## config.mk

```make
export PLATFORM = sky130hd
export DESIGN_NAME = clk_en_gen_multi
export DESIGN_NICKNAME = d
export VERILOG_FILES = /design/src/rtl/clk_en_gen_multi.sv
export SDC_FILE = /design/constraint.sdc
export NUM_CORES = 1
export LEC_CHECK = 0
export CELL_PAD_IN_SITES_DETAIL_PLACEMENT = 0
export CELL_PAD_IN_SITES_GLOBAL_PLACEMENT = 2
export CORE_ASPECT_RATIO = 0.5
export CORE_MARGIN = 2
export CORE_UTILIZATION = 37
export DETAILED_ROUTE_END_ITERATION = 12
export GPL_ROUTABILITY_DRIVEN = 0
export PLACE_DENSITY = 0.91
export SLEW_MARGIN = 10
export SYNTH_ARGS = -nofsm -noshare
export SYNTH_HDL_FRONTEND = slang
export SYNTH_SLANG_ARGS = --single-unit
```

## constraint.sdc

```tcl
create_clock -name clk -period 3 [get_ports clk]
set_clock_uncertainty 0.15 [all_clocks]
set_input_delay 0.6 -clock clk [delete_from_list [all_inputs] [get_ports clk]]
set_output_delay 0.6 -clock clk [all_outputs]
set_load 0.05 [all_outputs]
```

## src/rtl/clk_en_gen_multi.sv

```systemverilog
// clk_en_gen_multi: multi-channel programmable tick/square-wave divider with free-running counter
module clk_en_gen_multi #(
   parameter int CH          = 4,
   parameter int DIVW        = 16,
   parameter int CNTW        = 32,
   parameter int DEFAULT_DIV = 1
) (
   input  logic            clk,
   input  logic            rst,
   output logic [CNTW-1:0] cnt,
   input  logic [CH-1:0]   en,
   input  logic            cfg_we,
   input  logic [3:0]      cfg_ch,
   input  logic [DIVW-1:0] cfg_div,
   output logic            cfg_ack,
   output logic [CH-1:0]   tick,
   output logic [CH-1:0]   sq
);
   logic acc;
   assign acc = cfg_we && (32'(cfg_ch) < CH);
   always_ff @(posedge clk)
      if (rst) begin
         cnt     <= '0;
         cfg_ack <= 1'b0;
      end else begin
         cnt     <= cnt + CNTW'(1);
         cfg_ack <= acc;
      end
   for (genvar i = 0; i < CH; i++) begin : g_ch
      logic [DIVW-1:0] c, act, shd;
      logic [DIVW:0]   h;
      logic            pend, t_r, s_r, wr, term, wrap;
      assign wr   = acc && (cfg_ch == 4'(i));
      assign term = c == act;
      // a period boundary is either the terminal count or leaving RUN; both are safe points to swap divisors
      assign wrap = !en[i] || term;
      assign h    = ({1'b0, act} + (DIVW+1)'(2)) >> 1;
      always_ff @(posedge clk)
         if (rst) begin
            c    <= '0;
            act  <= DIVW'(DEFAULT_DIV);
            shd  <= DIVW'(DEFAULT_DIV);
            pend <= 1'b0;
            t_r  <= 1'b0;
            s_r  <= 1'b0;
         end else begin
            t_r  <= en[i] && term;
            s_r  <= en[i] && ({1'b0, c} < h);
            c    <= wrap ? '0 : c + DIVW'(1);
            shd  <= wr ? cfg_div : shd;
            act  <= (wr && wrap) ? cfg_div : (pend && wrap) ? shd : act;
            pend <= !wrap && (wr || pend);
         end
      assign tick[i] = t_r;
      assign sq[i]   = s_r;
   end
endmodule

```

==> results of run 1 <==
[where the power goes]
| part | internal [W] | switching [W] | leakage [nW] |
|---|---|---|---|
| Clock | 0.00180 | 0.00129 | 0.395 |
| Combinational | 0.000146 | 0.000272 | 2.62 |
| Sequential | 0.00318 | 0.0000414 | 1.91 |
[how the worst max path moves through the flow]
| stage | slack (ns) | to | start | cells after the start |
|---|---|---|---|---|
| finish | 0.20 | g_ch[2].s_r$_SDFF_PP0_ | g_ch[2].act[3]$_SDFFE_PP0P_ | 9 |
| CTS | 0.07 | g_ch[3].s_r$_SDFF_PP0_ | g_ch[3].act[1]$_SDFFE_PP0P_ | 10 |
| global placement | -0.04 | g_ch[3].act[3]$_SDFFE_PP0P_ | cfg_ch[3] | 7 |
| floorplan | 0.37 | g_ch[3].s_r$_SDFF_PP0_ | g_ch[3].act[1]$_SDFFE_PP0P_ | 12 |
| detailed placement | -0.12 | g_ch[3].act[11]$_SDFFE_PP0P_ | cfg_ch[3] | 7 |
| global route | 0.009 | g_ch[3].s_r$_SDFF_PP0_ | g_ch[3].act[2]$_SDFFE_PP0P_ | 10 |
[state kept, by name, summed over array words and instances (netlist names)]
| register | count |
|---|---|
| g_ch.t_r | 4 |
| cnt | 32 |
| g_ch.s_r | 4 |
| g_ch.shd | 64 |
| cfg_ack | 1 |
| g_ch.pend | 4 |
| g_ch.c | 64 |
| g_ch.act | 64 |
[layout by cell type (no fill, tap or decap), types with 66 or more instances in the layout]
cell and n:
nand2_1 244, dfxtp_1 237, a21oi_1 149, nor2_1 121, xnor2_1 111, o21ai_0 83, xor2_1 81, ha_1 69
a21o_1 66, clkdlybuf4s50_1 66
[metal layers]
metal	GRT usage (%)	part of all wire (%)	vias up
li1	-	-	5364
met1	24.2	48	4977
met2	28.3	44	215
met3	3.40	4.8	45
met4	4.68	2.5	0
met5	0	0	-
[cells by family (layout without fill, tap and decap cells)]
family | count (synthesis) | count (layout) | synth area share, %
AND/OR/NAND/NOR | 590 | 590 | 22.1
AO/OA/AOI/OAI | 336 | 336 | 15.7
flip-flops | 237 | 237 | 37.7
XOR/XNOR | 192 | 192 | 13.4
buffers and inverters | 93 | 159 | 3.99
adder cells (fa/ha/maj) | 69 | 69 | 6.86
multiplexers | 3 | 3 | 0.239
[stage by stage]
stage / hold slack [ns] / cell area (sq um)
CTS: 0.305 / 14400
detailed placement: 0.297 / 13600
global placement: 0.291 / 13600
global route: 0.321 / 14400
floorplan: 0.287 / 12600
finish: 0.303 / 14400
[cell usage after synthesis, types with 2 or more instances]
| cell | count |
|---|---|
| nand2_1 | 244 |
| o41a_1 | 4 |
| a211o_1 | 2 |
| dfxtp_1 | 237 |
| buf_6 | 7 |
| xor2_1 | 81 |
| o31a_1 | 2 |
| nor2_4 | 2 |
| or4_1 | 4 |
| o41ai_1 | 6 |
| buf_2 | 12 |
| a31oi_1 | 2 |
| nand2b_1 | 10 |
| o21bai_1 | 5 |
| ha_1 | 69 |
| a22o_1 | 2 |
| nor4_1 | 5 |
| or2_2 | 2 |
| o21ai_0 | 83 |
| nand4_1 | 44 |
| nand3_1 | 58 |
| a2111oi_0 | 4 |
| buf_4 | 18 |
| nor3_1 | 15 |
| nor2b_1 | 7 |
| xnor2_1 | 111 |
| o2111ai_1 | 2 |
| a211oi_1 | 2 |
| and4_1 | 13 |
| nor2_1 | 121 |
| mux2i_1 | 3 |
| a21o_1 | 66 |
| a21oi_1 | 149 |
| clkbuf_1 | 34 |
| and3_1 | 34 |
| and2_1 | 9 |
| o21a_1 | 3 |
| inv_1 | 20 |
| or3_1 | 11 |
[final cells by class]
| type | instances | area [sq um] |
|---|---|---|
| Fill cell | 3255 | 18900 |
| Multi-Input combinational cell | 1190 | 7360 |
| Sequential cell | 237 | 4740 |
| Timing Repair Buffer | 99 | 908 |
| Clock buffer | 33 | 706 |
| Tap cell | 441 | 552 |
| Clock inverter | 7 | 85.1 |
| Inverter | 20 | 75.1 |
[timing repair]
item / 4_1_cts / 5_1_grt
setup buffers: 0 / 0
resized for setup: 1 / 5
pin swaps: 0 / 0
setup endpoints to repair: 1 / 2
[tightest hold or removal path: cells and delay by family (launching register included)]
family          cells  cell delay [ns]
flops               1             0.31
simple gates        1             0.05
compound gates      1             0.05
==> summary.txt, run 1 <==
Placement
  • Port-buffer cells: 67
  • Placed Cells: 1987
  • Pre-CTS setup slack: -0.124 ns
  • Detail Placement HPWL: 22.0 mm

Power and ir drop
  • Power, Total: 0.00674 W
  • PwrDens: 467 nW/um^2
  • Max IR drop VDD: 0.383 mV
  • Lkg Pwr: 4.93 nW

Clocking
  • CTS root buf: clkbuf_16
  • Total CTS buffers: 24
  • Clk buf depth: 3
  • Clk slew on worst S/H paths: 0.06 ns
  • Hold-fix buffers, CTS: 0
  • H-tree depth: 1
  • Clock latency on the worst-skew pair: 0.54 ns
  • # clock sinks: 237
  • TritonCTS clock tree: done

STA
  • Final setup margin: 0.196 ns
  • RSZ-0062 raised after global routing: false
  • Slew Limit Headroom: 16.8%
  • Pin slew with the least headroom to its limit: 1.25 ns
  • Setup TNS: 0 ns
  • Number of hold violations in the final report: 0
  • Setup violators final: 0
  • Max Freq: 0.357 GHz
  • Tcrit/Tclk final: 93.5%
  • Minimum clock period: 2.80 ns
  • Max Slew Vio Count: 0

Worst setup path
  • Worst endpoint data arrival time: 3.08 ns
  • Crit path buffers/inverters: 0
  • Crit path largest cell delay: 0.49 ns
  • Startpoint types: flop
  • Slowest-stage cell, CP: a2111oi_1
  • Crit path max-delay family: compound AO/OA/AOI/OAI gates
  • R2R depth: 9
  • Crit Path Class: flop to flop
  • Reg2reg end: g_ch[2].s_r$_SDFF_PP0_
  • R2R setup slack: 0.20 ns
  • Worst r2r src: g_ch[2].act[3]$_SDFFE_PP0P_
  • Worst-path maximum fanout: 6
  • Sequence of cells on the critical path: and3_1, and3_1, nand3_1, xor2_1, ha_1, nand3_1, a2111oi_1, o41ai_1, a22o_1
  • Worst Path Required: 3.27 ns
  • CP endpoint kind: flop

Yosys
  • Largest area contributor in the netlist: dfxtp_1
  • Post-synth EDFFs: 0
  • Ys Warns: 0
  • Share of the synthesized area in the top cell type: 37.7%
  • Largest cells by area after synthesis: dfxtp_1 (38%), xnor2_1 (7.7%), nand2_1 (7.3%)
  • Sequential fraction of the synthesis area: 37.7%
  • Synth Flop Type: dfxtp_1
  • Mapped Nets: 1616
  • Average cell area after synthesis: 8.28 sq um
  • Mapped Area: 12600 sq um
  • #FFs+latches synth: 237
  • Async set or reset register ratio after synthesis: 0%
  • Post-synth cell types: 56
  • Cells after Synth: 1520

Floorplan
  • DIE AREA: 35600 sq um
  • Die width: 265 um
  • Core area: 33300 sq um
  • Row count: 47
  • # IOs: 68
  • Die Ht: 134 um
  • Initial core utilization: 37.8%

Hold path
  • Hold Path Class: flop to flop
  • Hold path depth: 2
  • Hold_sp: g_ch[2].shd[2]$_SDFFE_PP0P_
  • Min-Delay Endpoint: g_ch[2].shd[2]$_SDFFE_PP0P_

Drt
  • Pre-antenna DRT Iters: 4
  • DRC Markers: 0
  • DR WL/cell: 15.7 um
  • Routed vias: 10600
  • Detailed-route wire length: 31.8 mm
  • Vias per cell: 5.23
  • Post-DRT Antenna Nets: 0
  • DRT iter0 DRCs: 558

Global routing
  • Grt total ovfl: 0
  • Vias in the first global route: 10100
  • First-pass GRT wire length: 51.7 mm
  • Initial antenna violation count: 0
  • Overall routing resource usage: 17.6%
  • Largest net degree at the start of global routing: 51

Finish
  • Nets@finish: 1668
  • Fin util: 43.3%
  • Post-Layout Cell Count: 2027
  • Layout area overhead: 14.6%
  • Layout cells sized above 1: 5.42%
  • Diode count: 0

Status
  • Status: completed

Job
  • MaxCap Viol Count: 0
Power figures use the tool's default switching activity.
==> run 2: changes to the inputs <==
--- a/config.mk
+++ b/config.mk
@@ -5,6 +5,7 @@
 export SDC_FILE = /design/constraint.sdc
 export NUM_CORES = 1
 export LEC_CHECK = 0
+export CAP_MARGIN = 20
 export CELL_PAD_IN_SITES_DETAIL_PLACEMENT = 0
 export CELL_PAD_IN_SITES_GLOBAL_PLACEMENT = 2
 export CORE_ASPECT_RATIO = 0.5
==> summary.txt, run 2 (same netlist as run 1, synthesis figures left out) <==
Finish
  • Most frequent cells in the layout: nand2_1 (244), dfxtp_1 (237), a21oi_1 (149) (unchanged)
  • Layout area overhead: 15.2% (was 14.6%)
  • Nets@finish: 1673 (was 1668)
  • Diode count: 0 (unchanged)
  • Fin util: 43.5% (was 43.3%)
  • Most common cell after layout, fill and taps aside: nand2_1 (unchanged)
  • Layout cells sized above 1: 5.83% (was 5.42%)
  • Final Cell Area: 14500 sq um (was 14400 sq um)
  • Biggest regs: g_ch.act: 64 flops, g_ch.c: 64 flops, g_ch.shd: 64 flops (unchanged)

Floorplan
  • # IOs: 68 (unchanged)
  • Die Ht: 134 um (unchanged)
  • Core area: 33300 sq um (unchanged)
  • Die width: 265 um (unchanged)
  • Initial core utilization: 37.8% (unchanged)
  • DIE AREA: 35600 sq um (unchanged)
  • Row count: 47 (unchanged)

STA
  • RSZ-0062 raised after global routing: false (unchanged)
  • Slew Limit Headroom: 36.4% (was 16.8%)
  • Minimum clock period: 2.81 ns (was 2.80 ns)
  • Number of hold violations in the final report: 0 (unchanged)
  • Pin slew with the least headroom to its limit: 0.951 ns (was 1.25 ns)
  • Setup violators final: 0 (unchanged)
  • Tcrit/Tclk final: 93.7% (was 93.5%)
  • Max Freq: 0.356 GHz (was 0.357 GHz)
  • Hold WS: 0.304 ns (was 0.303 ns)
  • Max Slew Vio Count: 0 (unchanged)

Placement
  • Detail Placement HPWL: 22.1 mm (was 22.0 mm)
  • Port-buffer cells: 67 (unchanged)
  • Post-DP Area: 13600 sq um (about the same)

Clocking
  • Total CTS buffers: 25 (was 24)
  • # clock sinks: 237 (unchanged)
  • TritonCTS clock tree: done (unchanged)
  • Clock latency on the worst-skew pair: 0.54 ns (about the same)
  • Hold-fix buffers, CTS: 0 (unchanged)
  • CTS root buf: clkbuf_16 (unchanged)
  • Clk buf depth: 3 (unchanged)
  • Clk slew on worst S/H paths: 0.07 ns (was 0.06 ns)
  • H-tree depth: 1 (unchanged)

Power and ir drop
  • PwrDens: 472 nW/um^2 (was 467 nW/um^2)
  • Lkg Pwr: 4.96 nW (was 4.93 nW)
  • Max IR drop VDD: 0.353 mV (was 0.383 mV)

Worst setup path
  • Crit Path Class: flop to flop (unchanged)
  • R2R setup slack: 0.19 ns (was 0.20 ns)
  • Worst-path maximum fanout: 6 (unchanged)
  • Worst endpoint data arrival time: 3.08 ns (about the same)
  • Worst Path Required: 3.27 ns (about the same)
  • Startpoint types: flop (unchanged)
  • CP endpoint kind: flop (unchanged)

Drt
  • DRT iter0 DRCs: 531 (was 558)
  • DR WL/cell: 15.6 um (was 15.7 um)
  • Vias per cell: 5.21 (was 5.23)
  • Post-DRT Antenna Nets: 0 (unchanged)
  • Routed vias: 10600 (about the same)
  • DRC Markers: 0 (unchanged)
  • Detailed-route wire length: 31.7 mm (was 31.8 mm)
  • Pre-antenna DRT Iters: 5 (was 4)

Status
  • Status: completed (unchanged)

Hold path
  • Hold Path Class: flop to flop (unchanged)

Global routing
  • Initial antenna violation count: 0 (unchanged)
  • Vias in the first global route: 9928 (was 10100)
  • Overall routing resource usage: 17.5% (was 17.6%)
  • Grt total ovfl: 0 (unchanged)
  • Largest net degree at the start of global routing: 51 (unchanged)
  • First-pass GRT wire length: 51.4 mm (was 51.7 mm)

Job
  • MaxCap Viol Count: 0 (unchanged)
-- run 2: metal layers --
metal | global-route usage (%) | part of all wire (%) | up-vias
met5 | 0 | 0 | -
met4 | 3.61 | 1.9 | 0
met3 | 3.25 | 4.4 | 44
met2 | 28.7 | 44 | 182
met1 | 24.2 | 49 | 5002
li1 | - | - | 5372
-- run 2: through the flow --
stage / setup WS [ns] / std cells / TNS (ns) / total power [W]
after floorplan: 0.373 / 1520 / 0 / 0.00357
after global placement: -0.0447 / 1987 / -0.254 / 0.00370
after detailed placement: -0.0347 / 1991 / -0.0347 / 0.00371
after CTS: 0.0497 / 2036 / 0 / 0.00693
after global routing: 0.0319 / 2036 / 0 / 0.00709
final: 0.190 / 2036 / 0 / 0.00684
-- run 2: final timing paths --
check | startpoint | to | depth (start not counted)
worst max-delay path | g_ch[3].act[3]$_SDFFE_PP0P_ | g_ch[3].s_r$_SDFF_PP0_ | 9
worst max register to register | g_ch[3].act[3]$_SDFFE_PP0P_ | g_ch[3].s_r$_SDFF_PP0_ | 9
worst min register to register | g_ch[2].shd[2]$_SDFFE_PP0P_ | g_ch[2].shd[2]$_SDFFE_PP0P_ | 2
worst min-delay path | g_ch[2].shd[2]$_SDFFE_PP0P_ | g_ch[2].shd[2]$_SDFFE_PP0P_ | 2
-- run 2: timing repair --
item / 4_1_cts / 5_1_grt
gates resized for setup: 1 / 5
endpoints found under the setup margin: 1 / 2
buffers inserted: 0 / 0
-- run 2: worst max-delay path, stage by stage (launching register included) --
cell	delay [ns]
dfxtp_1	0.48
and3_1	0.28
and4_1	0.24
nand4_1	0.17
xor2_1	0.21
ha_1	0.31
nand3_1	0.13
a2111oi_2	0.37
o41ai_1	0.14
a22o_1	0.21
-- run 2: area by class of cell --
| cell class | count | area [sq um] |
|---|---|---|
| clock buffers | 35 | 723 |
| clock inverters | 10 | 109 |
| fillers | 3277 | 18800 |
| inverters | 20 | 75.1 |
| multi-input cells | 1190 | 7350 |
| flip-flops and latches | 237 | 4740 |
| well taps | 441 | 552 |
| repair buffers | 103 | 938 |
-- run 2: power by group --
group	switching [W]	leakage [nW]	internal, W
registers	0.0000402	1.91	0.00318
clock network	0.00134	0.409	0.00185
logic	0.000273	2.64	0.000147
total	0.00165	4.96	0.00518
==> run 3: changes to the inputs <==
--- a/config.mk
+++ b/config.mk
@@ -5,7 +5,7 @@
 export SDC_FILE = /design/constraint.sdc
 export NUM_CORES = 1
 export LEC_CHECK = 0
-export CAP_MARGIN = 20
+export CAP_MARGIN = 25
 export CELL_PAD_IN_SITES_DETAIL_PLACEMENT = 0
 export CELL_PAD_IN_SITES_GLOBAL_PLACEMENT = 2
 export CORE_ASPECT_RATIO = 0.5
==> summary.txt, run 3 (same netlist as run 1, synthesis figures left out) <==
Drt
  • DRT iter0 DRCs: 563 (was 531)
  • Pre-antenna DRT Iters: 5 (unchanged)
  • DR WL/cell: 15.6 um (about the same)
  • Post-DRT Antenna Nets: 0 (unchanged)
  • Vias per cell: 5.21 (about the same)
  • Detailed-route wire length: 31.6 mm (was 31.7 mm)
  • Routed vias: 10600 (about the same)
  • DRC Markers: 0 (unchanged)

STA
  • RSZ-0062 raised after global routing: false (unchanged)
  • Max Freq: 0.355 GHz (was 0.356 GHz)
  • Pin slew with the least headroom to its limit: 0.942 ns (was 0.951 ns)
  • Setup TNS: 0 ns (unchanged)
  • Setup violators final: 0 (unchanged)
  • Max Slew Vio Count: 0 (unchanged)
  • Minimum clock period: 2.82 ns (was 2.81 ns)
  • Slew Limit Headroom: 37.0% (was 36.4%)
  • Number of hold violations in the final report: 0 (unchanged)
  • Tcrit/Tclk final: 94.0% (was 93.7%)

Clocking
  • CTS root buf: clkbuf_16 (unchanged)
  • Hold-fix buffers, CTS: 0 (unchanged)
  • Clk buf depth: 3 (unchanged)
  • Clk slew on worst S/H paths: 0.06 ns (was 0.07 ns)
  • Clock latency on the worst-skew pair: 0.54 ns (about the same)
  • # clock sinks: 237 (unchanged)
  • Total CTS buffers: 24 (was 25)
  • H-tree depth: 1 (unchanged)
  • TritonCTS clock tree: done (unchanged)

Finish
  • Biggest regs: g_ch.act: 64 flops, g_ch.c: 64 flops, g_ch.shd: 64 flops (unchanged)
  • Diode count: 0 (unchanged)
  • Layout cells sized above 1: 5.11% (was 5.83%)
  • Most common cell after layout, fill and taps aside: nand2_1 (unchanged)
  • Most frequent cells in the layout: nand2_1 (244), dfxtp_1 (237), a21oi_1 (149) (unchanged)
  • Layout area overhead: 14.1% (was 15.2%)
  • Fin util: 43.1% (was 43.5%)
  • Final Cell Area: 14400 sq um (was 14500 sq um)
  • Nets@finish: 1672 (was 1673)

Worst setup path
  • Slowest-stage cell, CP: a2111oi_2 (was dfxtp_1)
  • Crit Path Class: flop to flop (unchanged)
  • Worst endpoint data arrival time: 3.09 ns (was 3.08 ns)
  • Startpoint types: flop (unchanged)
  • Worst-path maximum fanout: 3 (was 6)
  • CP endpoint kind: flop (unchanged)
  • Worst Path Required: 3.27 ns (about the same)
  • Crit path largest cell delay: 0.38 ns (was 0.48 ns)
  • Most frequent CP cell: ha_1
  • Sequence of cells on the critical path: ha_1, and3_1, and4_1, nand4_1, xor2_1, ha_1, nand3_1, a2111oi_2, o41ai_1, a22o_1 (was and3_1, and4_1, nand4_1, xor2_1, ha_1, nand3_1, a2111oi_2, o41ai_1, a22o_1)

Global routing
  • Vias in the first global route: 9979 (was 9928)
  • Grt total ovfl: 0 (unchanged)
  • First-pass GRT wire length: 51.4 mm (about the same)
  • Initial antenna violation count: 0 (unchanged)
  • Largest net degree at the start of global routing: 51 (unchanged)
  • Overall routing resource usage: 17.6% (was 17.5%)

Floorplan
  • Die width: 265 um (unchanged)
  • Core area: 33300 sq um (unchanged)
  • Die Ht: 134 um (unchanged)
  • DIE AREA: 35600 sq um (unchanged)
  • Row count: 47 (unchanged)
  • # IOs: 68 (unchanged)
  • Initial core utilization: 37.8% (unchanged)

Power and ir drop
  • Comb power frac: 6.5% (was 6.1%)
  • Max IR drop VDD: 0.359 mV (was 0.353 mV)
  • Net Sw Frac: 24.4% (was 24.2%)
  • Lkg Pwr: 4.89 nW (was 4.96 nW)
  • Pint: 0.00489 W (was 0.00518 W)
  • Sequential share of power: 49.9% (was 47.2%)
  • Clk pwr share: 43.6% (was 46.7%)
  • Net Switching: 0.00157 W (was 0.00165 W)
  • PwrDens: 450 nW/um^2 (was 472 nW/um^2)

Status
  • Status: completed (unchanged)

Placement
  • Detail Placement HPWL: 22.0 mm (was 22.1 mm)
  • Port-buffer cells: 67 (unchanged)
  • Post-DP Area: 13600 sq um (unchanged)

Hold path
  • Hold Path Class: flop to flop (unchanged)

Job
  • MaxCap Viol Count: 0 (unchanged)
## run 3: cell type report
type / count / area, sq um
sequential: 237 / 4740
fill: 3251 / 18900
timing repair buffer: 103 / 938
clock buffer: 35 / 682
clock inverter: 1 / 16.3
inverter: 20 / 75.1
multi-input combinational: 1190 / 7350
tap: 441 / 552
## run 3: worst paths after layout
check,startpoint,cells after the start,slack [ns],to
worst min-delay path,g_ch[0].shd[1]$_SDFFE_PP0P_,2,0.30,g_ch[0].shd[1]$_SDFFE_PP0P_
worst max register to register,g_ch[3].act[1]$_SDFFE_PP0P_,10,0.18,g_ch[3].s_r$_SDFF_PP0_
worst min register to register,g_ch[0].shd[1]$_SDFFE_PP0P_,2,0.30,g_ch[0].shd[1]$_SDFFE_PP0P_
worst max-delay path,g_ch[3].act[1]$_SDFFE_PP0P_,10,0.18,g_ch[3].s_r$_SDFF_PP0_
## run 3: layer usage
layer / GRT usage (%) / up-vias / share of wire [%]
li1: - / 5363 / -
met1: 24.0 / 4975 / 48
met2: 28.7 / 186 / 45
met3: 3.67 / 44 / 5.0
met4: 3.80 / 0 / 1.8
met5: 0 / - / 0
## run 3: repair_timing
action	CTS	global route
pin swaps	0	0
setup endpoints to repair	1	2
gates resized for setup	1	5
buffers inserted	0	0
## run 3: worst max-delay path, delay by kind of cell, from the launching register on
kind | cells | cell delay [ns]
flops | 1 | 0.34
compound gates | 3 | 0.73
fa+ha+maj | 2 | 0.50
simple gates | 4 | 0.79
xor+xnor | 1 | 0.21
## run 3: stage by stage
stage                     total power, W  std cells  setup slack (ns)  hold WS, ns
final                            0.00646       2027             0.180        0.304
after global routing             0.00674       2027           0.00278        0.320
after CTS                        0.00657       2027            0.0438        0.305
after detailed placement         0.00371       1991           -0.0450        0.297
after global placement           0.00370       1987           -0.0447        0.291
after floorplan                  0.00357       1520             0.373        0.287
## run 3: power groups by stage
stage                     combinational (W)  clock, W  sequential [W]
after floorplan                    0.000278         0         0.00330
after global routing               0.000457   0.00305         0.00323
after global placement             0.000410         0         0.00329
after detailed placement           0.000417         0         0.00329
after CTS                          0.000420   0.00292         0.00322
final                              0.000418   0.00282         0.00322
